### src/rtl/bitstream_decoder_array_if.sv
// Result stream of bitstream_decoder_array: valid/ready handshake plus per-lane decoded values.
// Lane width follows BSDEC_BIPOLAR_EN (RWID+2 bits when defined, RWID+1 otherwise).
interface bitstream_decoder_array_if #(
   parameter int RWID  = 10,
   parameter int LANES = 2
);
`ifdef BSDEC_BIPOLAR_EN
   localparam int OW = RWID + 2;
`else
   localparam int OW = RWID + 1;
`endif

   logic                  outValid;
   logic                  outReady;
   logic [LANES*OW-1:0]   binOut;

   modport master (
      output outValid,
      output binOut,
      input  outReady
   );

   modport slave (
      input  outValid,
      input  binOut,
      output outReady
   );
endinterface

### src/rtl/bitstream_decoder_array.sv
// Multi-lane unary bitstream decoder: counts ones over a 2^RWID enabled-cycle window per lane.
// Macro BSDEC_BIPOLAR_EN selects two's-complement 2*count-2^RWID output instead of the raw count.
module bitstream_decoder_array #(
   parameter int RWID  = 10,
   parameter int LANES = 2
) (
   input  logic                    clk,
   input  logic                    rst,
   input  logic                    enable,
   input  logic                    start,
   input  logic [LANES-1:0]        bsIn,
   output logic                    busy,
   output logic                    overrun,
   bitstream_decoder_array_if.master res
);
`ifdef BSDEC_BIPOLAR_EN
   localparam int OW = RWID + 2;
   localparam logic [OW-1:0] BIAS = {2'b01, {RWID{1'b0}}};
`else
   localparam int OW = RWID + 1;
`endif

   typedef enum logic [1:0] {IDLE, ACCUM, DONE} state_t;

   state_t                state;
   logic [RWID-1:0]       cnt;
   logic [RWID:0]         acc      [LANES];
   logic [RWID:0]         acc_next [LANES];
   logic [LANES*OW-1:0]   enc_next;
   logic [LANES*OW-1:0]   result;
   logic                  valid_q;
   logic                  busy_q;
   logic                  overrun_q;

   // Encoding happens before the result register so reset can force binOut to 0 in either mode.
   always_comb begin
      enc_next = '0;
      for (int unsigned i = 0; i < LANES; i++) begin
         acc_next[i] = acc[i] + {{RWID{1'b0}}, bsIn[i]};
`ifdef BSDEC_BIPOLAR_EN
         enc_next[i*OW +: OW] = {acc_next[i], 1'b0} - BIAS;
`else
         enc_next[i*OW +: OW] = acc_next[i];
`endif
      end
   end

   always_ff @(posedge clk) begin
      if (rst) begin
         state     <= IDLE;
         cnt       <= '0;
         result    <= '0;
         valid_q   <= 1'b0;
         busy_q    <= 1'b0;
         overrun_q <= 1'b0;
         for (int unsigned i = 0; i < LANES; i++) acc[i] <= '0;
      end else begin
         case (state)
            IDLE: begin
               if (start) begin
                  cnt    <= '0;
                  busy_q <= 1'b1;
                  state  <= ACCUM;
                  for (int unsigned i = 0; i < LANES; i++) acc[i] <= '0;
               end
            end
            ACCUM: begin
               if (enable) begin
                  cnt <= cnt + 1'b1;
                  for (int unsigned i = 0; i < LANES; i++) acc[i] <= acc_next[i];
                  if (cnt == '1) begin
                     result  <= enc_next;
                     valid_q <= 1'b1;
                     busy_q  <= 1'b0;
                     state   <= DONE;
                  end
               end
            end
            DONE: begin
               if (res.outReady) begin
                  valid_q <= 1'b0;
                  if (start) begin
                     cnt    <= '0;
                     busy_q <= 1'b1;
                     state  <= ACCUM;
                     for (int unsigned i = 0; i < LANES; i++) acc[i] <= '0;
                  end else begin
                     state <= IDLE;
                  end
               end else if (start) begin
                  overrun_q <= 1'b1;
               end
            end
            default: state <= IDLE;
         endcase
      end
   end

   assign busy         = busy_q;
   assign overrun      = overrun_q;
   assign res.outValid = valid_q;
   assign res.binOut   = result;
endmodule

### src/flat_wrapper.sv
// flat-port wrapper written by rule: the top's interface ports become plain ports
module bitstream_decoder_array_flat 
#(
   parameter int RWID  = 10,
   parameter int LANES = 2
)
  (clk, rst, enable, start, bsIn, busy, overrun, res_outValid, res_binOut, res_outReady);
  bitstream_decoder_array_if #(.RWID(RWID), .LANES(LANES)) res_i ();
  input  logic clk;
  input  logic rst;
  input  logic enable;
  input  logic start;
  input  logic [LANES-1:0] bsIn;
  output logic busy;
  output logic overrun;
  output wire logic [$bits(res_i.outValid)-1:0] res_outValid;
  output wire logic [$bits(res_i.binOut)-1:0] res_binOut;
  input wire logic [$bits(res_i.outReady)-1:0] res_outReady;
  assign res_outValid = res_i.outValid;
  assign res_binOut = res_i.binOut;
  assign res_i.outReady = res_outReady;
  bitstream_decoder_array #(.RWID(RWID), .LANES(LANES)) u_core (.clk(clk), .rst(rst), .enable(enable), .start(start), .bsIn(bsIn), .busy(busy), .overrun(overrun), .res(res_i));
endmodule
### config.mk
export PLATFORM = sky130hd
export DESIGN_NAME = bitstream_decoder_array_flat
export DESIGN_NICKNAME = d
export VERILOG_FILES = /design/src/rtl/bitstream_decoder_array_if.sv /design/src/rtl/bitstream_decoder_array.sv /design/src/flat_wrapper.sv
export SDC_FILE = /design/constraint.sdc
export NUM_CORES = 1
export LEC_CHECK = 0
export CORE_UTILIZATION = 25
export DETAILED_ROUTE_END_ITERATION = 7
export SYNTH_ARGS = -nofsm -noshare
export SYNTH_HDL_FRONTEND = slang
export SYNTH_SLANG_ARGS = --single-unit
### constraint.sdc
create_clock -name clk -period 2 [get_ports clk]
set_input_delay 0.3 -clock clk [delete_from_list [all_inputs] [get_ports clk]]
set_output_delay 0.3 -clock clk [all_outputs]
set_load 0.02 [all_outputs]
Word-level counts from Yosys, hierarchy flattened

Memories as Yosys holds them, arrays and structs flattened.
Index checks and enable logic that the tools add are counted.

Register bits after elaboration: 37
RAM bits: 22
Output and inout bits: 25
Memories kept: 1

Add/subtract/negate cells: 3
Equality and inequality tests: 7
Mux-type cells: 39
Bitwise gates (word level): 7
Reductions and logical operators: 9

Memory list:

| memory     | words | bits a word | rd ports | clocked after Yosys merged registers in | write ports | line                          | source |
|---|---|---|---|---|---|---|---|
| u_core.acc | 2     | 11          | 2        | 0                                       | 2           | bitstream_decoder_array.sv:27 | `logic [RWID:0] acc [LANES];` |

Operator list:

| cell                                                | number |
|---|---|
| 2-to-1 mux 11 bit                                   | 6 |
| 2-to-1 mux 10 bit                                   | 3 |
| one-hot mux 10 bit (3 select lines)                 | 1 |
| adder 11 x 1 -> 11 bit                              | 2 |
| 2-to-1 mux 1 bit                                    | 22 |
| AND reduction 4 bit                                 | 3 |
| adder 10 x 1 -> 10 bit, second input constant       | 1 |
| equality test 10 bit, second input constant         | 1 |
| AND reduction 3 bit                                 | 3 |
| 2-to-1 mux 2 bit                                    | 4 |
| != test 2 bit, second input constant                | 3 |
| OR 1 bit                                            | 6 |
| one-hot mux 2 bit (3 select lines)                  | 1 |
| one-hot mux 1 bit (3 select lines)                  | 1 |
| nonzero test 3 bit                                  | 1 |
| equality test 2 x 1 -> 1 bit, second input constant | 1 |
| equality test 2 bit, second input constant          | 1 |
| zero test 2 bit                                     | 1 |
| != test 2 x 1 -> 1 bit, second input constant       | 1 |
| one-hot mux 1 bit (2 select lines)                  | 1 |
| nonzero test 2 bit                                  | 1 |
| NOT 1 bit                                           | 1 |

Logic depth before layout (Yosys ltp)

Gate-level depths: netlist of the first run.

Depth after elaboration: 7
Mapped depth: 7

Worst setup path after synthesis of the first run

No wires, ideal clock.

Path kind: register -> register
Start point: register u_core.state[1]
End point: memory u_core.acc[0][0] (netlist name) (enable)
Arrival: 1.672 ns
Path slack: -0.050 ns
Cell stages (with the launch flop): 6
Clock period less this slack: 2.050 ns
Cell sequence: dfxtp_1 > nand3b_1 > or2_2 > buf_2 > buf_1 > nand2_1

RTL lines:

| what                   | line                          | source |
|---|---|---|
| from (decl)            | bitstream_decoder_array.sv:25 | `state_t state;` |
| from (signal assigned) | bitstream_decoder_array.sv:50 | `state <= IDLE;` |
| from (signal assigned) | bitstream_decoder_array.sv:63 | `state <= ACCUM;` |
| from (signal assigned) | bitstream_decoder_array.sv:75 | `state <= DONE;` |
| to (decl)              | bitstream_decoder_array.sv:27 |  |

Worst setup path in the final report of the first run

Start point: register u_core.cnt[0]
End point: register u_core.result[1], in the netlist u_core.res.binOut[1]

Word-level cells in the longest chain between the ends: 2

Ends and longest elaborated chain:

| what                                 | line                          | source |
|---|---|---|
| from (decl)                          | bitstream_decoder_array.sv:26 | `logic [RWID-1:0] cnt;` |
| from (signal assigned)               | bitstream_decoder_array.sv:69 | `cnt <= cnt + 1'b1;` |
| equality test 10 bit                 | bitstream_decoder_array.sv:71 | `if (cnt == '1) begin` |
| AND reduction 3 bit (no source line) | --                            |  |
| to (signal assigned)                 | bitstream_decoder_array.sv:72 | `result <= enc_next;` |
| to (decl)                            | bitstream_decoder_array.sv:30 | `logic [LANES*OW-1:0] result;` |

Every way passes these cells.
A chain may end at the register's enable or synchronous reset.

==> impl_metrics.env, run 1 <==
export IMPL_status="finished with violations"
export IMPL_violations="design-rule violations"
export IMPL_cts_buffers=9
export IMPL_grt_pass1_wl_um=9220
export IMPL_grt_pass1_vias=1967
export IMPL_ys_seq_elements=59
export IMPL_htree_levels=3
export IMPL_cp_data_arrival_time_ns=1.95
export IMPL_internal_power_w=0.00180
export IMPL_track_usage_pct=10.7
export IMPL_ys_types=40
export IMPL_antenna_found_initial=0
export IMPL_slew_viol_final=0
export IMPL_hold_violations=0
export IMPL_synth_top_family_by_area="simple AND/OR/NAND/NOR gates"
export IMPL_synth_edff_count=22
export IMPL_hold_buffers=0
export IMPL_utilization_pct=32.3
export IMPL_final_setup_worst_slack_ns=0.260
export IMPL_cts_path_max_buffers=2
export IMPL_vdd_drop_max_v=0.000300
export IMPL_overflow=0
export IMPL_placementRows=37
export IMPL_final_cell_area_um2=3320
export IMPL_drv_cap=0
export IMPL_synth_compound_area_share_pct=11.3
export IMPL_synthArstFlopShare_pct=0
export IMPL_path_clk_slew_ns=0.06
export IMPL_rsz0062_at_grt="false"
export IMPL_pwr_share_clk_pct=37.0
export IMPL_synth_area_mux_share_pct=2.27
export IMPL_route_antenna_remaining_nets=0
export IMPL_combinationalPowerShare_pct=7.3
export IMPL_dieArea_um2=11000
export IMPL_mostFrequentLayoutCell="nor2_1"
export IMPL_whs_ns=0.457
export IMPL_post_cts_buffers=0
export IMPL_power_frac_seq_pct=55.7
export IMPL_worstSetupStartpointType="flip-flop"
export IMPL_slew_headroom_pct=64.8
export IMPL_layout_common_cells="nor2_1, dfxtp_1, clkdlybuf4s50_1"
export IMPL_skew_ns=0.00810
export IMPL_clock_latency_ns=0.33
export IMPL_routabilityCongestion=0.741
export IMPL_synth_xor_area_share_pct=6.63
export IMPL_place_area_um2=3170
export IMPL_drc_errors=2
export IMPL_syn_inst=264
export IMPL_syn_nets=276
export IMPL_drt_iter0_drc=68
export IMPL_drt_wl_total_um=5460
export IMPL_path_max_fanout=43
export IMPL_avgSynthCellArea_um2=10.0
export IMPL_cp_cell_sequence="ha_1 > and4_1 > and4bb_1 > buf_12 > mux2i_1 > nor2_1"
export IMPL_timing_final_crit_period_ns=1.74
export IMPL_num_vias=2017
export IMPL_io_buffers=31
export IMPL_yosysWarnings=0
export IMPL_min_period_over_period_pct=87.0
export IMPL_route_detailed_wl_per_inst_um=12.2
export IMPL_syn_area_um2=2640
export IMPL_critical_path_max_stage_delay_ns=0.39
export IMPL_core_um2=10300
export IMPL_worstSetupPathType="flip-flop to flip-flop"
export IMPL_fin_nets=317
export IMPL_ys_seq_area_share_pct=53.0
export IMPL_tightestPinTransition_ns=0.527
export IMPL_place_ws_ns=-0.0146
export IMPL_setup_viol=0
export IMPL_p_per_area_nw_per_um2=714
export IMPL_synth_flop_cell="dfxtp_1"
export IMPL_diodes=0
export IMPL_vias_per_cell=4.52
export IMPL_die_h_um=105
export IMPL_p_leak_nw=1.08
export IMPL_grt_max_degree=44
export IMPL_critPathSlowestCell="dfxtp_1"
export IMPL_hp_class="flip-flop to flip-flop"
export IMPL_firstDrtPassIters=6
export IMPL_fmax_mhz=575
export IMPL_synthAdderAreaFrac_pct=2.37
export IMPL_layout_drive_gt1_share_pct=8.71
export IMPL_p_sw_w=0.000572
export IMPL_clkSinkCount=59
export IMPL_required_ns=2.21
export IMPL_die_width_um=105
export IMPL_cts_resized_gates=0
export IMPL_cts_root_buf="clkbuf_8"
export IMPL_end_kind="flip-flop"
export IMPL_hpwlAfterDp_um=3820
export IMPL_yosys_area_share_simple_pct=20.6
export IMPL_syn2layout_area_growth_pct=25.7
export IMPL_swShare_pct=24.1
export IMPL_cts_tree="done"
export IMPL_pin_count=32
export IMPL_start_util_pct=25.7
==> worst paths after layout <==
kind	start	end	slack, ns	depth (start not counted)
min reg2reg	u_core.busy	u_core.busy	0.46	2
max reg2reg	u_core.cnt[0]	u_core.res.binOut[1]	0.26	6
max	u_core.cnt[0]	u_core.res.binOut[1]	0.26	6
min	u_core.busy	u_core.busy	0.46	2
==> layer usage <==
layer	vias to the layer above	wire length [um]	track usage [%]	part of all wire (%)
li1	1022	-	-	-
met1	928	2560	12.8	47
met2	54	2500	17.5	46
met3	13	295	3.37	5.4
met4	0	104	4.93	1.9
met5	-	0	0	0
==> Yosys cell counts (3+ instances only) <==
cell type  instances  share of area [%]
nand4_1            3               0.71
and2_1             5                1.2
inv_1              7               0.99
o31ai_1            4                1.1
a21oi_1            9                1.7
nor3_1             5               0.95
clkbuf_1           3               0.43
nand2_1           13                1.8
xnor2_1           14                4.6
buf_2              3               0.57
nor2_1            54                7.7
and4_1             3               0.99
nand3_1           13                2.5
mux2i_1            6                2.3
xor2_1             6                2.0
a211oi_1          20                5.7
ha_1               5                2.4
edfxtp_1          22                 25
dfxtp_1           37                 28
or4_1              4                1.1
buf_6              3                1.3
==> metrics by stage <==
step	total power, W	std cells	TNS, ns
after floorplan	0.00145	264	0
after global placement	0.00152	430	0
after detailed placement	0.00152	430	-0.0343
after CTS	0.00241	446	0
after global routing	0.00248	446	0
final	0.00238	446	0
==> power groups by stage <==
stage,Clock (W),Combinational [W],Sequential (W)
after global routing,0.000966,0.000192,0.00133
after global placement,0,0.000173,0.00135
after CTS,0.000909,0.000176,0.00132
final,0.000880,0.000173,0.00132
after floorplan,0,0.000108,0.00134
after detailed placement,0,0.000175,0.00135
==> kinds of logic after synthesis <==
| group | Yosys count |
|---|---|
| multiplexers | 6 |
| AND/OR/NAND/NOR | 113 |
| buffers and inverters | 19 |
| adder cells (fa/ha/maj) | 5 |
| AO/OA/AOI/OAI | 42 |
| XOR/XNOR | 20 |
| flip-flops | 59 |
==> cell type report <==
type	instances	area, um^2
Timing Repair Buffer	42	430
Fill cell	1061	6950
Tap cell	136	170
Sequential cell	59	1400
Clock buffer	12	135
Multi-Input combinational cell	186	1140
Clock inverter	4	17.5
Inverter	7	26.3
==> worst max-delay path: cells and delay by family (launching register included) <==
| kind | cells | cell delay (ns) |
|---|---|---|
| buf+inv | 1 | 0.22 |
| fa+ha+maj | 1 | 0.25 |
| flops | 1 | 0.39 |
| simple gates | 3 | 0.54 |
| mux | 1 | 0.20 |
==> flip-flops by register name (all words and copies together), names as in the netlist <==
signal               flops
u_core.acc              22
u_core.res.binOut       22
u_core.state             2
u_core.cnt              10
u_core.busy              1
u_core.res.outValid      1
u_core.overrun           1
(Power assumes the default switching activity.)
==> run 2: changes to the inputs <==
Settings changed: ABC_AREA set to 1.
Clock period 2 ns to 1.94 ns, I/O delays scaled along.
==> run 2 against run 1 <==
Effect of this change: the flow now finishes without violations; critical endpoint is now u_core.res.binOut[2]; synthesized cell count increased by 29%; critical path type unchanged; maximum frequency increased by 1.8%; global-route usage increased by 0.78 points.
==> impl_metrics.env, run 2 <==
export IMPL_status="finished, final reports clean"
export IMPL_ys_seq_area_share_pct=49.0
export IMPL_required_ns=2.20
export IMPL_num_vias=2361
export IMPL_hpwlAfterDp_um=4380
export IMPL_end_kind="flip-flop"
export IMPL_syn_inst=341
export IMPL_worstSetupStartpointType="flip-flop"
export IMPL_grt_pass1_wl_um=10500
export IMPL_critical_path_buf_inv_count=2
export IMPL_die_width_um=109
export IMPL_diodes=0
export IMPL_pwr_share_clk_pct=50.3
export IMPL_post_cts_buffers=0
export IMPL_path_clk_slew_ns=0.06
export IMPL_swShare_pct=22.7
export IMPL_syn2layout_area_growth_pct=33.3
export IMPL_pin_count=32
export IMPL_core_um2=11000
export IMPL_fmax_mhz=585
export IMPL_htree_levels=3
export IMPL_slew_viol_final=0
export IMPL_synthTopCellsByArea="dfxtp_1, edfxtp_1, nand2_1"
export IMPL_overflow=0
export IMPL_cp_cell_sequence="ha_1 > nand3_2 > nor2_4 > nand3_4 > inv_4 > buf_4 > o21ai_1 > a21oi_2"
export IMPL_p_per_area_nw_per_um2=891
export IMPL_syn_area_um2=2860
export IMPL_vdd_drop_max_v=0.000345
export IMPL_layout_drive_gt1_share_pct=16.5
export IMPL_p_leak_nw=1.52
export IMPL_drc_errors=0
export IMPL_p_sw_w=0.000771
export IMPL_route_detailed_wl_per_inst_um=11.4
export IMPL_skew_ns=0.00838
export IMPL_die_h_um=109
export IMPL_layout_common_cells="nand2_1, nor2_1, inv_1"
export IMPL_timing_final_crit_period_ns=1.71
export IMPL_placementRows=38
export IMPL_tightestPinTransition_ns=0.333
export IMPL_mostFrequentLayoutCell="nand2_1"
export IMPL_cp_data_arrival_time_ns=1.97
export IMPL_path_max_fanout=16
export IMPL_fin_cells=541
export IMPL_total_power_w=0.00339
export IMPL_synthArstFlopShare_pct=0
export IMPL_critical_path_max_stage_delay_ns=0.38
export IMPL_internal_power_w=0.00262
export IMPL_start_util_pct=26.0
export IMPL_routabilityCongestion=0.784
export IMPL_hold_buffers=0
export IMPL_grt_pass1_vias=2330
export IMPL_track_usage_pct=11.5
export IMPL_final_setup_worst_slack_ns=0.232
export IMPL_nFillCells=1132
export IMPL_cts_path_max_buffers=2
export IMPL_ys_seq_elements=59
export IMPL_clock_latency_ns=0.32
export IMPL_cts_buffers=9
export IMPL_synth_edff_count=22
export IMPL_cp_top_family="buffers and inverters"
export IMPL_utilization_pct=34.7
export IMPL_io_buffers=31
export IMPL_ff_latch_area_um2=1400
export IMPL_setup_viol=0
export IMPL_synth_top_area_share_pct=25.9
export IMPL_drt_wl_total_um=6140
export IMPL_grt_max_degree=23
export IMPL_dieArea_um2=11900
export IMPL_avgSynthCellArea_um2=8.38
export IMPL_syn_nets=353
export IMPL_yosys_area_top_type="dfxtp_1"
export IMPL_combinationalPowerShare_pct=8.8
export IMPL_synth_flop_cell="dfxtp_1"
export IMPL_setup_tns_ns=0
export IMPL_multiInputGateArea_um2=1210
export IMPL_cts_root_buf="clkbuf_16"
export IMPL_worstSetupPathType="flip-flop to flip-flop"
export IMPL_cts_tree="done"
export IMPL_drt_iter0_drc=106
export IMPL_firstDrtPassIters=4
export IMPL_hold_violations=0
export IMPL_power_frac_seq_pct=41.0
export IMPL_antenna_found_initial=0
export IMPL_route_antenna_remaining_nets=0
export IMPL_vias_per_cell=4.36
export IMPL_placed_cells=525
export IMPL_yosysWarnings=0
export IMPL_slew_headroom_pct=77.7
export IMPL_synth_common_cells="nand2_1, nor2_1, inv_1"
export IMPL_ys_types=33
export IMPL_fin_nets=408
export IMPL_rsz0062_at_grt="false"
export IMPL_critPathSlowestCell="dfxtp_1"
export IMPL_post_synth_top_count_cell="nand2_1"
export IMPL_min_period_over_period_pct=88.1
export IMPL_hp_class="flip-flop to flip-flop"
export IMPL_cts_resized_gates=0
export IMPL_drv_cap=0
export IMPL_clkSinkCount=59
export IMPL_place_ws_ns=-0.0982
## run 2: changes by cell type after synthesis, sizes merged, moves of 5 or more
cell / before / now
nor2: 54 / 49
inv: 7 / 46
mux2i: 6 / 0
o21ai: 2 / 23
a211oi: 20 / 0
nand3: 13 / 20
a21oi: 9 / 36
xnor2: 14 / 3
and2: 5 / 0
nand2: 13 / 65
## run 2: final timing paths
check	start	to	slack, ns	cells after the start
setup / recovery	u_core.cnt[0]	u_core.res.binOut[2]	0.23	8
hold / removal	u_core.res.binOut[4]	u_core.res.binOut[4]	0.45	2
setup reg to reg	u_core.cnt[0]	u_core.res.binOut[2]	0.23	8
hold reg to reg	u_core.res.binOut[4]	u_core.res.binOut[4]	0.45	2
## run 2: cells by family after synthesis
| kind of cell | synth area share, % |
|---|---|
| AOI/OAI and AO/OA | 12.6 |
| xor gates and xnor gates | 2.76 |
| adders and majority gates | 2.19 |
| buffers and inverters | 8.53 |
| DFF | 49.0 |
| and+or+nand+nor | 24.9 |
## run 2: final cells by class
type                       instances  area share [%]
clock buffer                      11            6.37
clock inverter                     5            2.00
inverter                          46            4.60
multi-input combinational        227            31.9
sequential                        59            36.8
tap                              140            4.60
timing repair buffer              53            13.8
## run 2: worst reg2reg max path: cells and delay by family (launching register included)
family | cells | cell delay, ns
adder cells (fa/ha/maj) | 1 | 0.33
buffers and inverters | 2 | 0.40
flip-flops | 1 | 0.38
AO/OA/AOI/OAI | 2 | 0.17
AND/OR/NAND/NOR | 3 | 0.37
## run 2: power by group through the flow
| stage | sequential, W | combinational, W | clock, W |
|---|---|---|---|
| after floorplan | 0.00141 | 0.000187 | 0 |
| after global placement | 0.00141 | 0.000294 | 0 |
| after detailed placement | 0.00141 | 0.000301 | 0 |
| after CTS | 0.00139 | 0.000303 | 0.00174 |
| after global routing | 0.00140 | 0.000336 | 0.00180 |
| final | 0.00139 | 0.000298 | 0.00171 |
## run 2: routing by layer
metal	GRT usage [%]	vias up	share of wire [%]
li1	-	1230	-
met1	13.5	1079	46
met2	18.9	39	49
met3	3.65	13	3.4
met4	5.31	0	1.8
met5	0	-	0
## run 2: stage by stage
stage | hold WS, ns | area, um^2
floorplan | 0.353 | 2860
global placement | 0.437 | 3490
detailed placement | 0.439 | 3490
CTS | 0.447 | 3810
global route | 0.470 | 3810
finish | 0.445 | 3810
